## src/rtl/serial_adder.sv

```systemverilog
// Multi-cycle WIDTH-bit adder: DIGIT bits per clock, LSB first, start/done handshake.
// Optional signed-overflow output enabled by defining SERIAL_ADDER_OVF_EN.
module serial_adder #(
  parameter int WIDTH = 8,
  parameter int DIGIT = 1
) (
  input  logic             clk,
  input  logic             rst_n,
  input  logic             start,
  input  logic [WIDTH-1:0] a,
  input  logic [WIDTH-1:0] b,
  input  logic             cin,
  output logic             busy,
  output logic             done,
  output logic [WIDTH-1:0] sum,
  output logic             cout
`ifdef SERIAL_ADDER_OVF_EN
  ,
  output logic             ovf
`endif
);

  localparam int NDIG = WIDTH / DIGIT;
  localparam int CW   = (NDIG > 1) ? $clog2(NDIG) : 1;
  localparam logic [CW-1:0] LAST = CW'(NDIG - 1);

  typedef enum logic [1:0] {
    IDLE = 2'd0,
    RUN  = 2'd1,
    DONE = 2'd2
  } state_t;

  state_t           state_q;
  logic [WIDTH-1:0] a_q;
  logic [WIDTH-1:0] b_q;
  logic [WIDTH-1:0] sum_q;
  logic [CW-1:0]    cnt_q;
  logic             carry_q;
  logic             busy_q;
  logic             done_q;
  logic             cout_q;

  logic [DIGIT:0]   dsum_d;
  logic [WIDTH-1:0] sum_d;

  always_comb begin
    dsum_d = {1'b0, a_q[DIGIT-1:0]} + {1'b0, b_q[DIGIT-1:0]} + (DIGIT+1)'(carry_q);
    // New digit enters at the MSB end so the LSB digit lands at bit 0 after NDIG steps.
    sum_d  = (sum_q >> DIGIT) | (WIDTH'(dsum_d[DIGIT-1:0]) << (WIDTH - DIGIT));
  end

`ifdef SERIAL_ADDER_OVF_EN
  logic ovf_q;
  logic msb_cin_d;

  // Carry into the MSB recovered from the top bit of the final digit.
  assign msb_cin_d = a_q[DIGIT-1] ^ b_q[DIGIT-1] ^ dsum_d[DIGIT-1];
  assign ovf       = ovf_q;
`endif

  always_ff @(posedge clk or negedge rst_n) begin
    if (!rst_n) begin
      state_q <= IDLE;
      a_q     <= '0;
      b_q     <= '0;
      sum_q   <= '0;
      cnt_q   <= '0;
      carry_q <= 1'b0;
      busy_q  <= 1'b0;
      done_q  <= 1'b0;
      cout_q  <= 1'b0;
`ifdef SERIAL_ADDER_OVF_EN
      ovf_q   <= 1'b0;
`endif
    end else begin
      case (state_q)
        IDLE: begin
          if (start) begin
            a_q     <= a;
            b_q     <= b;
            carry_q <= cin;
            cnt_q   <= '0;
            busy_q  <= 1'b1;
            state_q <= RUN;
          end
        end
        RUN: begin
          a_q     <= a_q >> DIGIT;
          b_q     <= b_q >> DIGIT;
          carry_q <= dsum_d[DIGIT];
          sum_q   <= sum_d;
          cnt_q   <= cnt_q + 1'b1;
          if (cnt_q == LAST) begin
            cout_q  <= dsum_d[DIGIT];
`ifdef SERIAL_ADDER_OVF_EN
            ovf_q   <= msb_cin_d ^ dsum_d[DIGIT];
`endif
            done_q  <= 1'b1;
            state_q <= DONE;
          end
        end
        DONE: begin
          done_q  <= 1'b0;
          busy_q  <= 1'b0;
          state_q <= IDLE;
        end
        default: begin
          done_q  <= 1'b0;
          busy_q  <= 1'b0;
          state_q <= IDLE;
        end
      endcase
    end
  end

  assign busy = busy_q;
  assign done = done_q;
  assign sum  = sum_q;
  assign cout = cout_q;

endmodule

```

## config.mk

```make
export PLATFORM = sky130hd
export DESIGN_NAME = serial_adder
export DESIGN_NICKNAME = d
export VERILOG_FILES = /design/src/rtl/serial_adder.sv
export SDC_FILE = /design/constraint.sdc
export NUM_CORES = 1
export LEC_CHECK = 0
export CAP_MARGIN = 10
export CORE_UTILIZATION = 47
export CTS_BUF_LIST = sky130_fd_sc_hd__clkbuf_4 sky130_fd_sc_hd__clkbuf_8
export DETAILED_ROUTE_END_ITERATION = 10
export GPL_ROUTABILITY_DRIVEN = 0
export GPL_TIMING_DRIVEN = 0
export PLACE_DENSITY = 0.78
export SYNTH_ARGS = -nofsm -noshare
export SYNTH_HDL_FRONTEND = slang
export SYNTH_SLANG_ARGS = --single-unit
```

## constraint.sdc

```tcl
create_clock -name clk -period 1.3 [get_ports clk]
set_input_delay 0.26 -clock clk [delete_from_list [all_inputs] [get_ports clk]]
set_output_delay 0.26 -clock clk [all_outputs]
set_load 0.01 [all_outputs]
```

==> results.yml, run 1 <==
placement:
  io_buffer_count: 30
  hpwl_um: 2130
  place_area_sq_um: 1760
critical_path:
  r2r_cells: 4
  cp.required_ps: 1530
  r2r-end: "cout"
  crit_fanout: 7
  regToRegStartpoint: "cnt_q[0]"
  critPathArrivalTime_ps: 1500
  cp-end-kind: "register"
  cp-start-kind: "primary input"
  critPathKind: "primary input to register"
  r2r_slack_ps: 30
  worstSetupStartpoint: "start"
routing:
  antenna_left: 0
  routed_wl_um: 3180
  drt_pre_antenna_iters: 8
  first_iter_violations: 52
  post-route-drc-count: 4
  vias: 1230
  drt-vias-per-instance: 5.59
  wl_per_cell_um: 14.5
sta:
  worst_pin_slew_ps: 715
  setup_viol: 0
  grt_setup_unrepaired: "yes"
  whs_ps: 484
  post-route-period-util: 0.979
  fmax_ghz: 0.786
  fin_crit_ps: 1270
  finalClockSkew_ps: 7.13
  relSlewSlack: 0.523
  drv_slew: 0
  hold_viol: 0
clock_tree:
  h-tree-depth: 2
  clk_root_buffer_cell: "clkbuf_4"
  cts_sinks: 33
  cts_buffers: 5
  clock_latency_ps: 330
  clock_path_buffers: 2
  cts_tree: "built"
  cts.clk_slew.worst_paths_ps: 100
synth:
  ys_top_cells_by_count: "dfrtp_1, nand2_1, o22ai_1, a21oi_1"
  synth_area_leader_cell: "dfrtp_1"
  synth-edff-count: 0
  ys_ff_latch: 33
  netlist.area_leader.share: 0.578
  ys_types: 25
  yosysSeqAreaShare: 0.578
  syn_inst: 135
  yosysWarnings: 0
  ys_async_sr_fraction: 1.00
  syn_nets: 158
  synth_area_leaders: "dfrtp_1, o22ai_1, nand2_1, a21oi_1, a2bb2oi_1"
  synth_area_per_cell_sq_um: 10.6
  dominantRegCellSynth: "dfrtp_1"
  netlist_area_sq_um: 1430
  yosysMostFrequentCell: "dfrtp_1"
global_routing:
  antenna_found_initial: 0
  grt_pass1_wl_um: 5250
  grt_max_degree: 34
  grtUsageTotal: 0.214
  gr-total-overflow: 0
  first_global_vias: 1183
layout:
  nets: 211
  num_antenna_cells: 0
  final_cell_area_sq_um: 2050
  area_growth_pct: 43.3
  final_layout_size_suffix_gt1_frac: 0.233
floorplanning:
  initial_core_util: 0.505
  ios: 31
  die_height_um: 57.1
  die_x_um: 57.1
  dieArea_sq_um: 3260
  core_area_sq_um: 2830
  row_count: 19
hold_path:
  min_to: "a_q[7]"
  worstHoldPathCells: 3
  min_from: "a[7]"
  min_path_type: "primary input to register"
power_and_ir_drop:
  p_leak_nw: 0.933
  irDropWorstVdd_mv: 1.33
  powerDensity_nw_per_um2: 2380
  finalPower_mw: 4.86
status:
  violations: "DRC"
  status: "complete, but fails checks"
run:
  maxCapViolCount: 0
[registers in the layout (all words and copies together) (netlist names)]
name and flops:
cout 1, done 1, carry_q 1, cnt_q 3, sum 8, busy 1
state_q 2, b_q 8, a_q 8
[final cells by class]
type | instances | area [sq um]
multi-input cells | 90 | 593
repair buffers | 46 | 413
clock inverters | 3 | 65.1
clock buffers | 5 | 37.5
fillers | 210 | 782
plain buffers | 9 | 62.6
well taps | 31 | 38.8
flip-flops and latches | 33 | 826
inverters | 3 | 11.3
[metal layers]
metal | track usage | vias to the layer above | part of all wire | wire, um
met3 | 0.0680 | 3 | 0.065 | 207
li1 | - | 597 | - | -
met2 | 0.350 | 47 | 0.49 | 1570
met5 | 0 | - | 0 | 0
met4 | 0.0697 | 0 | 0.0066 | 21
met1 | 0.273 | 583 | 0.44 | 1390
[power by group]
part	internal, mW	switching [mW]	leakage [nW]
Sequential	1.50	0.344	0.390
Combinational	1.12	0.955	0.488
Clock	0.595	0.349	0.0552
Total	3.21	1.65	0.933
[kinds of logic after synthesis]
kind of cell	synth area share
buffers and inverters	0.0455
flip-flops	0.578
AND/OR/NAND/NOR	0.116
AO/OA/AOI/OAI	0.218
multiplexers	0.0105
adder cells (fa/ha/maj)	0.0315
[cells in the final DEF, fill, tap and decap left out, types with 2 or more instances in the layout]
cell / synthesis / routed
a2bb2oi_1: 4 / 4
inv_1: 2 / 2
nor2_1: 3 / 3
bufinv_16: 0 / 2
a22o_1: 2 / 2
o22ai_1: 24 / 21
dfrtp_1: 33 / 33
buf_4: 0 / 16
nand2_1: 26 / 26
o22ai_2: 0 / 3
buf_2: 4 / 3
a21oi_1: 13 / 13
clkbuf_4: 0 / 6
ha_4: 0 / 2
o21ai_0: 3 / 3
nand2b_1: 4 / 4
buf_6: 2 / 2
clkdlybuf4s15_1: 0 / 10
clkdlybuf4s50_1: 0 / 18
clkbuf_2: 0 / 4
[worst max path at each step]
stage | endpoint | slack [ps] | cells past startpoint
floorplan | cout | 10 | 4
global placement | a_q[2] | -630 | 1
detailed placement | carry_q | -340 | 4
CTS | sum[1] | 2 | 1
global route | a_q[5] | -30 | 3
finish | a_q[5] | 30 | 3
[timing repair]
| item | CTS | global route |
|---|---|---|
| buffers inserted | 7 | 8 |
| gates cloned | 0 | 0 |
| hold buffers | 1 | 0 |
| setup endpoints to repair | 13 | 25 |
| pin swaps | 1 | 2 |
| hold endpoints to repair | 33 | 0 |
| gates resized for setup | 15 | 25 |
[critical path, cell delays in order]
cell and delay [ps]:
clkdlybuf4s50_1 640, or4b_1 470, o221a_2 130
[per-stage QoR]
step / setup TNS (ps) / utilization / std cells / setup slack, ps
floorplan: 0 / - / 135 / 9.56
global placement: -24640 / 0.625 / 196 / -629
detailed placement: -4610 / 0.623 / 196 / -336
CTS: 0 / 0.679 / 212 / 2.43
global route: -25.8 / 0.724 / 220 / -25.8
finish: 0 / 0.724 / 220 / 27.0
Note: power is estimated with default switching activity, not from simulation.
==> inputs of run 2 (changes only) <==
--- a/config.mk
+++ b/config.mk
@@ -7,7 +7,8 @@
 export LEC_CHECK = 0
 export CAP_MARGIN = 10
 export CORE_UTILIZATION = 47
-export CTS_BUF_LIST = sky130_fd_sc_hd__clkbuf_4 sky130_fd_sc_hd__clkbuf_8
+export CTS_BUF_LIST = sky130_fd_sc_hd__clkbuf_8
+export CTS_CLUSTER_DIAMETER = 30
 export DETAILED_ROUTE_END_ITERATION = 10
 export GPL_ROUTABILITY_DRIVEN = 0
 export GPL_TIMING_DRIVEN = 0
==> run 2 against run 1 <==
Against the previous run:
- the flow still finishes with violations (DRC)
- highest routed layer unchanged
- register-to-register slack hardly changed
- non-clock buffer count is 10 lower
- combinational power fell by 12%
- worst setup slack got worse by 11 ps
- global-route usage fell by 0.54 points
- hold slack got worse by 460 ps
- routed wire length fell by 0.66%
- via count down 3.3%
- fmax shrank 0.86%
- core utilization fell by 2.4 points
==> results.yml, run 2 (synthesis gave the netlist of run 1 again) <==
layout:
  nets: 201
  finalNonFillerCells: 210
  layout_common_cells: "dfrtp_1, nand2_1, o22ai_1, clkdlybuf4s50_1, a21oi_1"
  mostFrequentLayoutCell: "dfrtp_1"
  multiInputGateArea_sq_um: 584
  num_antenna_cells: 0
  seq_area_sq_um: 826
  final_layout_size_suffix_gt1_frac: 0.190
  final_cell_area_sq_um: 1980
  area_growth_pct: 38.4
  num-fill-cells: 207
routing:
  antenna_left: 0
  drt-vias-per-instance: 5.66
  vias: 1189
  routed_wl_um: 3160
  post-route-drc-count: 4
  wl_per_cell_um: 15.0
  drt_pre_antenna_iters: 7
  first_iter_violations: 49
global_routing:
  antenna_found_initial: 0
  first_global_vias: 1139
  grt_pass1_wl_um: 5180
  grtUsageTotal: 0.209
  gr-total-overflow: 0
  grt_max_degree: 34
sta:
  drv_slew: 0
  setup_viol: 0
  worst_pin_slew_ps: 729
  whs_ps: 28.0
  setup_ws_ps: 15.9
  finalClockSkew_ps: 4.63
  fmax_ghz: 0.779
  hold_viol: 0
  fin_crit_ps: 1280
  post-route-period-util: 0.988
  grt_setup_unrepaired: "yes"
  relSlewSlack: 0.514
power_and_ir_drop:
  finalPower_mw: 4.83
  irDropWorstVdd_mv: 1.32
  p_leak_nw: 0.904
  powerDensity_nw_per_um2: 2440
placement:
  pre_cts_slack_ps: -336
  dpl.cell_count: 196
  hpwl_um: 2130
  place_area_sq_um: 1760
  io_buffer_count: 30
clock_tree:
  cts_sinks: 33
  cts.clk_slew.worst_paths_ps: 70
  clock_path_buffers: 2
  h-tree-depth: 2
  cts_tree: "built"
  clk_root_buffer_cell: "clkbuf_8"
  clock_latency_ps: 280
  cts_buffers: 5
  cts_hold_buf: 0
critical_path:
  critPathMaxStageDelay_ps: 420
  critPathSlowestCell: "dfrtp_1"
  cp-start-kind: "register"
  r2r_slack_ps: 20
  cp_cell_sequence: "ha_4 -> ha_4 -> and2_4 -> mux2_4"
  critPathArrivalTime_ps: 1460
  worstSetupStartpoint: "cnt_q[1]"
  r2r_cells: 4
  critPathKind: "register to register"
  r2r-end: "cout"
  endpoint: "cout"
  crit_fanout: 2
  cp-end-kind: "register"
  regToRegStartpoint: "cnt_q[1]"
  cp.required_ps: 1470
  crit_path_frequent_cell: "ha_4"
floorplanning:
  die_x_um: 57.1
  initial_core_util: 0.505
  ios: 31
  die_height_um: 57.1
  row_count: 19
  dieArea_sq_um: 3260
  core_area_sq_um: 2830
run:
  maxCapViolCount: 0
status:
  violations: "DRC"
  status: "complete, but fails checks"
hold_path:
  min_path_type: "primary input to asynchronous set/reset pin"
==> run 2: cell count changes in the layout (fill, tap and decap cells not counted), sizes merged <==
| cell | previous run | this run |
|---|---|---|
| buf | 21 | 13 |
| clkbuf | 10 | 8 |
| clkdlybuf4s15 | 10 | 0 |
| dlygate4sd2 | 0 | 11 |
| dlygate4sd3 | 1 | 0 |
==> run 2: metal layers <==
layer | routed length, um | up-vias | global-route usage
met1 | 1320 | 573 | 0.276
met4 | 46 | 0 | 0.0836
li1 | - | 571 | -
met2 | 1620 | 39 | 0.336
met5 | 0 | - | 0
met3 | 165 | 6 | 0.0476
==> run 2: cell type report <==
type                       instances  area share
inverter                           3     0.00569
timing repair buffer              36       0.165
buffer                             9      0.0291
tap                               31      0.0196
sequential                        33       0.417
clock buffer                       5      0.0348
clock inverter                     3      0.0329
multi-input combinational         90       0.295
==> run 2: stage by stage <==
step | TNS [ps] | util
6_report | 0 | 0.699
5_1_grt | -47.4 | 0.699
4_1_cts | 0 | 0.678
3_5_place_dp | -4610 | 0.623
3_3_place_gp | -24640 | 0.625
2_1_floorplan | 0 | -
==> run 2: where the power goes <==
| group | leakage [nW] | internal [mW] | total [mW] | switching (mW) |
|---|---|---|---|---|
| Combinational | 0.446 | 0.937 | 1.84 | 0.905 |
| Sequential | 0.390 | 1.50 | 1.85 | 0.352 |
| Clock | 0.0681 | 0.761 | 1.13 | 0.374 |
| Total | 0.904 | 3.20 | 4.83 | 1.63 |
==> run 2: worst min-delay path by stage <==
stage / startpoint / to / slack [ps] / cells past startpoint
after floorplan: rst_n / a_q[0] / -40 / 0
after CTS: rst_n / sum[0] / 50 / 1
final: rst_n / sum[4] / 30 / 1
after global routing: rst_n / sum[4] / 90 / 1
after global placement: sum[0] / sum[0] / 460 / 2
after detailed placement: rst_n / sum[0] / 360 / 1
==> run 2: repair_timing <==
| action | in CTS | in global routing |
|---|---|---|
| buffers inserted | 4 | 2 |
| resized for setup | 14 | 9 |
| pin swaps | 0 | 3 |
| endpoints found under the setup margin | 20 | 14 |
==> run 2: critical path: cells and delay by family (launching register included) <==
kind / cells / cell delay (ps)
flops: 1 / 420
mux: 1 / 280
simple gates: 1 / 130
fa+ha+maj: 2 / 350
